<file path="src/rtl/dshot_encoder_pkg.sv">
// Motor output constants, DShot state encoding and the mixer-to-DShot throttle map.
// Shared by the encoder and the future telemetry decoder.
package dshot_encoder_pkg;

  localparam int DSHOT_CMD_MIN       = 48;
  localparam int DSHOT_CMD_MAX       = 2047;
  localparam int DSHOT_THROTTLE_SPAN = 1999;
  localparam int DSHOT_CMD_BITS      = 11;
  localparam int DSHOT_FRAME_BITS    = 16;
  localparam int MIX_FRAC_BITS       = 28;

  localparam logic signed [31:0] MIX_ONE = 32'sh1000_0000;

  typedef enum logic [1:0] {
    IDLE,
    LOAD,
    SEND,
    GAP
  } dshot_state_e;

  // Q4.28 mixer output to DShot throttle; command 0 when disarmed.
  function automatic logic [DSHOT_CMD_BITS-1:0] dshot_map_throttle(
    input logic              arm_i,
    input logic signed [31:0] x_i
  );
    logic signed [63:0]        prod;
    logic [DSHOT_CMD_BITS-1:0] cmd;
    prod = 64'(x_i) * 64'(DSHOT_THROTTLE_SPAN);
    if (!arm_i) begin
      cmd = '0;
    end else if (x_i <= 32'sd0) begin
      cmd = DSHOT_CMD_BITS'(DSHOT_CMD_MIN);
    end else if (x_i >= MIX_ONE) begin
      cmd = DSHOT_CMD_BITS'(DSHOT_CMD_MAX);
    end else begin
      cmd = DSHOT_CMD_BITS'(DSHOT_CMD_MIN) + DSHOT_CMD_BITS'(prod >>> MIX_FRAC_BITS);
    end
    return cmd;
  endfunction

endpackage

</file>
<file path="src/rtl/dshot_crc4.sv">
// DShot 4-bit checksum: XOR of the three nibbles of the 12-bit throttle+telemetry word.
module dshot_crc4 (
  input  logic [11:0] data_i,
  output logic [3:0]  crc_o
);

  assign crc_o = data_i[3:0] ^ data_i[7:4] ^ data_i[11:8];

endmodule

</file>
<file path="src/rtl/dshot_encoder.sv">
// Per-motor DShot output stage: maps the mixer throttle to a DShot frame and
// serialises it MSB-first with programmable bit timing and an inter-frame gap.
module dshot_encoder
  import dshot_encoder_pkg::*;
#(
  parameter int unsigned BIT_CYCLES = 80,
  parameter int unsigned T1H_CYCLES = 60,
  parameter int unsigned T0H_CYCLES = 30,
  parameter int unsigned GAP_CYCLES = 2000
) (
  input  logic                        clk,
  input  logic                        reset,
  input  logic                        trigger,
  input  logic                        armed,
  input  logic                        telemetry_req,
  input  logic signed [31:0]          mixedThrottle,
  output logic                        dshot_out,
  output logic                        busy,
  output logic                        frame_done,
  output logic                        dropped,
  output logic [DSHOT_FRAME_BITS-1:0] frame_word
);

  localparam int IDX_W = $clog2(DSHOT_FRAME_BITS);

  localparam logic [15:0]      BIT_LAST = 16'(BIT_CYCLES - 1);
  localparam logic [15:0]      GAP_LAST = 16'(GAP_CYCLES - 1);
  localparam logic [15:0]      T1H_LIM  = 16'(T1H_CYCLES);
  localparam logic [15:0]      T0H_LIM  = 16'(T0H_CYCLES);
  localparam logic [IDX_W-1:0] IDX_MSB  = IDX_W'(DSHOT_FRAME_BITS - 1);

  dshot_state_e                state_q, state_d;
  logic [15:0]                 cnt_q, cnt_d;
  logic [IDX_W-1:0]            bit_idx_q, bit_idx_d;
  logic [DSHOT_FRAME_BITS-1:0] frame_q, frame_d;
  logic signed [31:0]          thr_q, thr_d;
  logic                        armed_q, armed_d;
  logic                        telem_q, telem_d;
  logic                        dshot_out_q, dshot_out_d;
  logic                        busy_q, busy_d;
  logic                        frame_done_q, frame_done_d;
  logic                        dropped_q, dropped_d;

  logic [DSHOT_CMD_BITS-1:0]   load_cmd;
  logic [11:0]                 load_v12;
  logic [3:0]                  load_crc;
  logic [15:0]                 high_lim;
  logic                        bit_last;
  logic                        gap_last;

  assign load_cmd = dshot_map_throttle(armed_q, thr_q);
  assign load_v12 = {load_cmd, telem_q};

  dshot_crc4 u_crc (
    .data_i (load_v12),
    .crc_o  (load_crc)
  );

  assign high_lim = frame_q[bit_idx_q] ? T1H_LIM : T0H_LIM;
  assign bit_last = (cnt_q == BIT_LAST);
  assign gap_last = (cnt_q == GAP_LAST);

  always_ff @(posedge clk or posedge reset) begin
    if (reset) begin
      state_q      <= IDLE;
      cnt_q        <= '0;
      bit_idx_q    <= '0;
      frame_q      <= '0;
      thr_q        <= '0;
      armed_q      <= 1'b0;
      telem_q      <= 1'b0;
      dshot_out_q  <= 1'b0;
      busy_q       <= 1'b0;
      frame_done_q <= 1'b0;
      dropped_q    <= 1'b0;
    end else begin
      state_q      <= state_d;
      cnt_q        <= cnt_d;
      bit_idx_q    <= bit_idx_d;
      frame_q      <= frame_d;
      thr_q        <= thr_d;
      armed_q      <= armed_d;
      telem_q      <= telem_d;
      dshot_out_q  <= dshot_out_d;
      busy_q       <= busy_d;
      frame_done_q <= frame_done_d;
      dropped_q    <= dropped_d;
    end
  end

  always_comb begin
    state_d = state_q;
    case (state_q)
      IDLE:    if (trigger) state_d = LOAD;
      LOAD:    state_d = SEND;
      SEND:    if (bit_last && (bit_idx_q == '0)) state_d = GAP;
      GAP:     if (gap_last) state_d = IDLE;
      default: state_d = IDLE;
    endcase
  end

  always_comb begin
    cnt_d        = cnt_q;
    bit_idx_d    = bit_idx_q;
    frame_d      = frame_q;
    thr_d        = thr_q;
    armed_d      = armed_q;
    telem_d      = telem_q;
    dshot_out_d  = 1'b0;
    frame_done_d = 1'b0;
    busy_d       = (state_d != IDLE);
    // Any trigger outside IDLE is lost, including one on the last GAP cycle.
    dropped_d    = trigger && (state_q != IDLE);
    case (state_q)
      IDLE: begin
        if (trigger) begin
          thr_d   = mixedThrottle;
          armed_d = armed;
          telem_d = telemetry_req;
        end
      end
      LOAD: begin
        frame_d   = {load_v12, load_crc};
        bit_idx_d = IDX_MSB;
        cnt_d     = '0;
      end
      SEND: begin
        dshot_out_d = (cnt_q < high_lim);
        if (bit_last) begin
          cnt_d = '0;
          if (bit_idx_q != '0) bit_idx_d = bit_idx_q - 1'b1;
        end else begin
          cnt_d = cnt_q + 16'd1;
        end
      end
      GAP: begin
        if (gap_last) begin
          cnt_d        = '0;
          frame_done_d = 1'b1;
        end else begin
          cnt_d = cnt_q + 16'd1;
        end
      end
      default: begin
        cnt_d = '0;
      end
    endcase
  end

  assign dshot_out  = dshot_out_q;
  assign busy       = busy_q;
  assign frame_done = frame_done_q;
  assign dropped    = dropped_q;
  assign frame_word = frame_q;

endmodule
</file>
<file path="config.mk">
export PLATFORM = sky130hd
export DESIGN_NAME = dshot_encoder
export DESIGN_NICKNAME = d
export VERILOG_FILES = /design/src/rtl/dshot_encoder_pkg.sv /design/src/rtl/dshot_crc4.sv /design/src/rtl/dshot_encoder.sv
export SDC_FILE = /design/constraint.sdc
export NUM_CORES = 1
export LEC_CHECK = 0
export BUFFER_PORTS_ARGS = -buffer_cell sky130_fd_sc_hd__buf_2
export CAP_MARGIN = 20
export CORE_MARGIN = 2
export CORE_UTILIZATION = 64
export DETAILED_ROUTE_END_ITERATION = 8
export GPL_ROUTABILITY_DRIVEN = 0
export PLACE_DENSITY = 0.82
export SLEW_MARGIN = 20
export SYNTH_ARGS = -nofsm -noshare
export SYNTH_HDL_FRONTEND = slang
export SYNTH_SLANG_ARGS = --single-unit
export TNS_END_PERCENT = 10
</file>
<file path="constraint.sdc">
create_clock -name clk -period 7.55 [get_ports clk]
set_clock_uncertainty 0.2 [all_clocks]
set_input_delay 0.3775 -clock clk [delete_from_list [all_inputs] [get_ports clk]]
set_output_delay 0.3775 -clock clk [all_outputs]
set_load 0.03 [all_outputs]
</file>
# Word-level counts from Yosys, hierarchy flattened
# Cells that the tools add are included.
# classes
n_addsub	3
n_mul	1
n_div	0
magnitude_cmp	4
n_eq_ne	7
shift	0
n_mux	19
n_bitwise	2
n_reduce_logical	11
# ops
op	count
$pmux W16 S3	1
$mul A32 B12 Y39 const B	1
$mux W11	3
$ge A32 B30 Y1 const B	1
$le A32 B1 Y1 const B	1
$mux W16	2
$add A16 B1 Y16 const B	1
$eq A16 B11 Y1 const B	1
$eq A16 B7 Y1 const B	1
$lt A16 B6 Y1	1
$add A7 B11 Y11 const A	1
$mux W4	2
$pmux W2 S4	1
$pmux W4 S2	1
$xor A4 B4 Y4	2
$mux W2	3
$mux W6	1
$reduce_bool A2 Y1	3
$lt A4 B5 Y1 const B	1
$bmux W1 S4	1
$eq A2 B2 Y1 const B	2
$logic_not A4 Y1	1
$mux W1	4
$ne A2 B2 Y1 const B	2
other kinds (8)	9
# word_totals
reg_bits	76
latchBits	0
ram_bits	0
mem_bits_ro	0
inputBits	37
output_inout_bits	20
word_cells	58
memories	0

# Longest topological paths before layout
# Gate-level depths: netlist (run 1).
# depth
depth_word	7
depth_mapped	26
ltp_nobuf	26

# Cells and area by module
# A second synthesis (run 1) with hierarchy kept.
# hier_totals
cells_unflattened	1117
hier_area_um2	10850.4
# modules_own_cells
mod	instances	cells_each	area_each_um2	seq_area_each_um2
dshot_encoder	1	1113	10755.3	1901.8
dshot_crc4	1	4	95.1	0.0

# Worst setup path before layout (run 1)
# Ideal clock, no wire load.
# synth_path
kind	reg-to-reg
start	register thr_q[18]
end	register frame_q[15] (netlist: frame_word[15])
setup_time_ps	122
arrival_ps	6279
required_time_ps	7228
setup_slack_ps	949
stages_incl_launch_ff	25
path_buffers	0
period_less_slack_ps	6601
path_cell_list	dfrtp_1 -> inv_1 -> fa_1 -> fa_1 -> inv_1 -> fa_1 -> fa_1 -> inv_1 -> fa_1 -> inv_1 -> ha_1 -> nand3_2 -> nor4_1 -> nand3_1 -> a21o_1 -> and2_2 -> o311a_1 -> ha_1 -> inv_1 -> o2111ai_1 -> o41ai_1 -> inv_2 -> or3_4 -> a21oi_1 -> o21ai_1
# synth_between
elab_chain_cells	5
elab_cells_between_ends	7
cone_classes	add/sub (1); mul (1); order compare (2); mux (3)
# synth_rtl
item	line	source
start, declared	dshot_encoder.sv:36	logic signed [31:0] thr_q, thr_d;
start signal, assigned	dshot_encoder.sv:81	thr_q <= thr_d;
$mul A32 B12 Y39	dshot_encoder_pkg.sv:28	prod = 64'(x_i) * 64'(DSHOT_THROTTLE_SPAN);
$add A7 B11 Y11	dshot_encoder_pkg.sv:36	cmd = DSHOT_CMD_BITS'(DSHOT_CMD_MIN) + DSHOT_CMD_BITS'(prod >>> MIX_FRAC_BITS);
$mux W11	dshot_encoder_pkg.sv:33	end else if (x_i >= MIX_ONE) begin
$mux W11 (*)	dshot_encoder_pkg.sv:31	end else if (x_i <= 32'sd0) begin
$mux W11 (*)	dshot_encoder_pkg.sv:29	if (!arm_i) begin
end signal, assigned	dshot_encoder.sv:80	frame_q <= frame_d;
end, declared	dshot_encoder.sv:35	logic [DSHOT_FRAME_BITS-1:0] frame_q, frame_d;
# Every way passes the cells marked *; elsewhere a longest branch is shown, timed or not.
# A chain may end at the register's enable or synchronous reset.

# Worst setup path after layout (run 1)
# layout_path
start	register thr_q[19]
end	register frame_q[15] (netlist: frame_word[15])
# Same word-level chain as after synthesis.

==> results of run 1 <==
-- kinds of logic after synthesis --
logic type | after synthesis | synth area share, %
compound gates | 189 | 10.8
xor+xnor | 28 | 2.45
fa+ha+maj | 313 | 47.4
buf+inv | 313 | 10.7
flops | 76 | 17.3
mux | 12 | 1.69
simple gates | 216 | 9.58
-- worst max-delay path: cells and delay by family, from the launching register on --
family / cells / cell delay (ns)
flip-flops: 1 / 0.48
adder cells (fa/ha/maj): 7 / 3.16
AND/OR/NAND/NOR: 2 / 0.61
buffers and inverters: 6 / 0.50
AO/OA/AOI/OAI: 9 / 2.12
-- per-stage QoR --
| step | setup slack (ns) | setup TNS [ns] | instances | util [%] | instance area (um2) |
|---|---|---|---|---|---|
| floorplan | 0.949 | 0 | 1147 | - | 11000 |
| global placement | 0.569 | 0 | 1406 | 69.0 | 11500 |
| detailed placement | 0.300 | 0 | 1406 | 69.0 | 11500 |
| CTS | 0.277 | 0 | 1422 | 70.9 | 11800 |
| global route | -0.00314 | -0.00314 | 1422 | 71.1 | 11900 |
| finish | 0.351 | 0 | 1422 | 71.1 | 11900 |
-- layout by cell type (no fill, tap or decap), drive strengths merged, types with 17 or more instances in the layout --
cell     n
ha     137
inv    293
nor2    42
nand2   84
nand3   18
buf     59
dfrtp   76
a21oi   36
xnor2   17
fa     175
o21ai   85
-- routing by layer --
layer / up-vias / part of all wire (%)
met5: - / 0
met4: 0 / 3.6
met3: 62 / 5.7
met2: 231 / 50
met1: 4040 / 41
li1: 3749 / -
-- layout make-up --
type | instances | area, um2 | share of cell area [%]
Clock inverter | 6 | 87.6 | 0.738
Inverter | 293 | 1100 | 9.28
Tap cell | 220 | 275 | 2.32
Sequential cell | 76 | 1900 | 16.0
Multi-Input combinational cell | 758 | 7970 | 67.1
Clock buffer | 10 | 229 | 1.93
Timing Repair Buffer | 59 | 307 | 2.58
-- state kept, by name (all words and copies together) (netlist names) --
name,count
dshot_out,1
cnt_q,16
frame_done,1
frame_word,16
bit_idx_q,4
armed_q,1
dropped,1
telem_q,1
busy,1
thr_q,32
state_q,2
-- final timing paths --
path | endpoint | startpoint | slack, ns
max | frame_word[15] | thr_q[19] | 0.35
min | thr_q[0] | reset | 0.002
max reg2reg | frame_word[15] | thr_q[19] | 0.35
min reg2reg | cnt_q[15] | cnt_q[15] | 0.28
max in group asynchronous | thr_q[22] | reset | 6.67
min in group clk | thr_q[28] | mixedThrottle[28] | 0.01
-- what timing repair did --
item,in CTS,in global routing
setup endpoints to repair,0,1
hold endpoints to repair,0,0
gates resized for setup,0,3
hold buffers,0,0
==> key figures, run 1 <==
Floorplan
  – Row cnt: 47
  – Core area: 16700 um2
  – Initial Utilization: 66.0%
  – Full die area: 18300 um2
  – Chip Width: 135 um
  – I/O pins: 57
  – Die Ht: 135 um

Clock tree
  – CTS H-tree lvls: 3
  – CTS Root Cell: clkbuf_16
  – Longest Clk Path Bufs: 2
  – Cts bufs inserted: 9
  – Clk_lat worst skew: 0.37 ns
  – Worst-path clk slew: 0.08 ns
  – Setup Buffers After CTS: 0
  – CTS sink count: 76
  – CTS tree: done

Cells and area
  – N_diodes: 0
  – Share of post-route cells with drive strength above 1: 9.32%
  – Nets: 1546
  – Fillers: 1169
  – Area Growth Syn to Fin: 7.68%

Run status
  – Status: completed

Synth
  – Asr flop ratio synth: 100%
  – Synthesis-stage register bit count: 76
  – Syn nets: 1496
  – Mapped Cells: 1147
  – Commonest cells post-synth: inv_1 (292), fa_1 (175), ha_1 (137)
  – Seq/Total Area, Yosys: 17.3%
  – EDFF count, synth: 0
  – Mean Syn Cell Area: 9.61 um2
  – Cell with the most instances after synthesis: inv_1
  – Synth top area share: 31.8%
  – Synthesized area: 11000 um2
  – Synth top area cells: fa_1 (32%), dfrtp_1 (17%), ha_1 (16%), inv_1 (9.9%), o21ai_0 (3.8%)
  – YS warnings: 0
  – Unique masters post-synth: 70
  – Yosys top cell by area: fa_1
  – Ys flop type: dfrtp_1

Setup path
  – Crit Path Max Fanout: 5
  – Setup crit end kind: flop
  – Startpoint Class: flop
  – Crit-path cells: inv_1, fa_1, fa_1, inv_1, fa_1, fa_1, inv_1, fa_1, inv_1, ha_1, a21oi_1, o21ai_0, a21oi_1, o211a_1, and2_2, o311a_1, ha_1, inv_1, o2111ai_1, o41ai_2, inv_2, or3_4, a21oi_1, o21ai_1
  – CP required: 7.59 ns
  – Slowest cell on the critical path: fa_1
  – Critical Path Max Stage Delay: 0.56 ns
  – CP Class: reg2reg
  – Depth of the most critical reg-to-reg path: 24
  – Crit path DAT: 7.24 ns

STA
  – Max Freq: 139 MHz
  – Hold Slack: 0.00180 ns
  – Fin. Hold Viols: 0
  – Max Slew Vio Count: 0
  – Final min period: 7.20 ns
  – Worst relative slew slack: 30.0%
  – Worst slew pin tran: 1.04 ns
  – Finish-stage setup viols: 0
  – Post-route clock period utilization: 95.4%

Routing
  – Starting DRT DRC Count: 525
  – Wire per inst: 17.8 um
  – Drt via density: 5.68
  – Total wire length: 25300 um
  – DRC: 0
  – TritonRoute pass-1 iters: 5
  – Routed Antenna Nets: 0
  – Vias: 8082

Placed design
  – Port Buffers: 56
  – Post-DP HPWL: 20500 um

Hold path
  – Tightest Hold Check Type: in2async

Global route
  – GRT met3 Usage: 6.85%
  – Global-route wire length before repair: 43300 um
  – Grt met2 use: 52.0%
  – GRT Residual Overflow: 0
  – GR peak layer: met2
  – Total track usage: 30.8%
  – Met1 GRT Util: 39.1%
  – Largest net degree at the start of global routing: 77
  – Number of global-route vias before repair: 8780
  – Initial antenna violation count: 0

Flow run
  – Max Cap Violations: 0
Power of run 1 is not shown: default switching activity piles up to over one toggle a cycle in this logic, so the estimate is an artifact.
==> run 2: changes to the inputs <==
--- a/config.mk
+++ b/config.mk
@@ -11,7 +11,7 @@
 export CORE_UTILIZATION = 64
 export DETAILED_ROUTE_END_ITERATION = 8
 export GPL_ROUTABILITY_DRIVEN = 0
-export PLACE_DENSITY = 0.82
+export PLACE_DENSITY = 0.95
 export SLEW_MARGIN = 20
 export SYNTH_ARGS = -nofsm -noshare
 export SYNTH_HDL_FRONTEND = slang
==> key figures, run 2 (same netlist as run 1, synthesis figures left out) <==
Run status
  – Status: completed

Clock tree
  – CTS H-tree lvls: 3
  – Cts bufs inserted: 9
  – CTS Root Cell: clkbuf_16
  – Longest Clk Path Bufs: 2
  – Setup Buffers After CTS: 0
  – CTS sink count: 76
  – Clk_lat worst skew: 0.36 ns
  – Worst-path clk slew: 0.07 ns
  – CTS tree: done

Placed design
  – Port Buffers: 56
  – Post-DP HPWL: 22400 um
  – Placed cell areas: 11500 um2

Cells and area
  – Share of post-route cells with drive strength above 1: 9.23%
  – Largest reg by FF count: thr_q
  – Final Cell Area: 11900 um2
  – Most frequent cells in the layout: inv_1 (291), fa_1 (175), ha_1 (137), nand2_1 (84), o21ai_0 (83)
  – Most common cell after layout, fill and taps aside: inv_1
  – Finished Core Util: 71.1%
  – Nets: 1546
  – N_diodes: 0
  – Fillers: 1139
  – Max reg flops: 32
  – Area Growth Syn to Fin: 7.75%

Routing
  – Starting DRT DRC Count: 644
  – TritonRoute pass-1 iters: 7
  – DRC: 0
  – Drt via density: 5.97
  – Total wire length: 28100 um
  – Vias: 8486
  – Routed Antenna Nets: 0
  – Wire per inst: 19.8 um

STA
  – Final min period: 7.35 ns
  – Finish-stage setup viols: 0
  – Worst relative slew slack: 36.6%
  – Post-route clock period utilization: 97.4%
  – Fin. Hold Viols: 0
  – Worst slew pin tran: 0.943 ns
  – Setup tns final: 0 ns
  – Max Slew Vio Count: 0
  – Hold Slack: 0.0178 ns
  – Max Freq: 136 MHz

Setup path
  – R2R Path Start: thr_q[19]
  – Depth of the most critical reg-to-reg path: 24
  – Slowest cell on the critical path: fa_1
  – Crit Path Max Fanout: 5
  – Critical Path Max Stage Delay: 0.57 ns
  – Reg-to-reg slack, setup: 0.20 ns
  – CP Class: reg2reg
  – Startpoint Class: flop
  – Reg2Reg Capture Point: frame_word[3]
  – CP required: 7.65 ns
  – Crit path DAT: 7.45 ns
  – Top delay family on crit path: adder cells
  – Crit-path cells: inv_1, fa_1, fa_1, inv_1, fa_1, fa_1, inv_1, fa_1, inv_1, ha_1, nand3_1, nor4_2, nand3_1, a21o_1, and2_2, o311a_1, ha_1, inv_1, o2111ai_1, o41ai_2, inv_2, or3_4, a21oi_1, nand3b_1
  – Setup crit end kind: flop
  – Crit path buf inv count: 6

Hold path
  – Tightest Hold Check Type: in2reg
  – Worst Hold End: thr_q[30]
  – HP Start: mixedThrottle[30]
  – Hold depth: 3

Global route
  – Total track usage: 34.0%
  – Largest net degree at the start of global routing: 67
  – Global-route wire length before repair: 47400 um
  – Initial antenna violation count: 0
  – Number of global-route vias before repair: 9429
  – GRT Residual Overflow: 0

Floorplan
  – Core area: 16700 um2
  – Initial Utilization: 66.0%
  – Row cnt: 47
  – Full die area: 18300 um2
  – Chip Width: 135 um
  – Die Ht: 135 um
  – I/O pins: 57

Flow run
  – Max Cap Violations: 0
==> run 2: final cells by class <==
cell class                 count  area, um2  share of cell area [%]
timing repair buffer          59        305                    2.57
clock buffer                   9        225                    1.90
multi-input combinational    758       7960                    67.0
clock inverter                 7        106                   0.896
sequential                    76       1900                    16.0
tap                          220        275                    2.32
inverter                     293       1100                    9.27
==> run 2: layer usage <==
metal | up-vias | global-route usage (%) | routed length, um
li1 | 3738 | - | -
met1 | 4163 | 38.6 | 10000
met2 | 425 | 59.1 | 14400
met3 | 160 | 7.41 | 1750
met4 | 0 | 20.3 | 1950
met5 | - | 0 | 0
==> run 2: stage by stage <==
step	instances	setup WS, ns
detailed placement	1405	0.254
global route	1422	-0.0281
finish	1422	0.196
CTS	1422	0.163
floorplan	1147	0.949
global placement	1405	0.612
==> run 2: repair_timing <==
action	CTS	global route
endpoints found under the setup margin	0	2
hold endpoints to repair	28	0
gates resized for setup	0	2
hold buffers	1	0
==> run 2: how the worst max path moves through the flow <==
stage,end,startpoint,cells past startpoint,slack (ns)
finish,frame_word[3],thr_q[19],24,0.20
detailed placement,frame_word[3],thr_q[19],24,0.25
CTS,frame_word[3],thr_q[19],24,0.16
global placement,frame_word[15],thr_q[20],24,0.61
global route,frame_word[15],thr_q[20],24,-0.03
floorplan,frame_word[15],thr_q[18],24,0.95
==> run 2: worst min-delay path: cells and delay by family <==
| kind | cells | cell delay (ns) |
|---|---|---|
| buffers and inverters | 1 | 0.07 |
| AND/OR/NAND/NOR | 1 | 0.04 |
| AO/OA/AOI/OAI | 1 | 0.06 |
Power of run 2 is left out for the same reason.
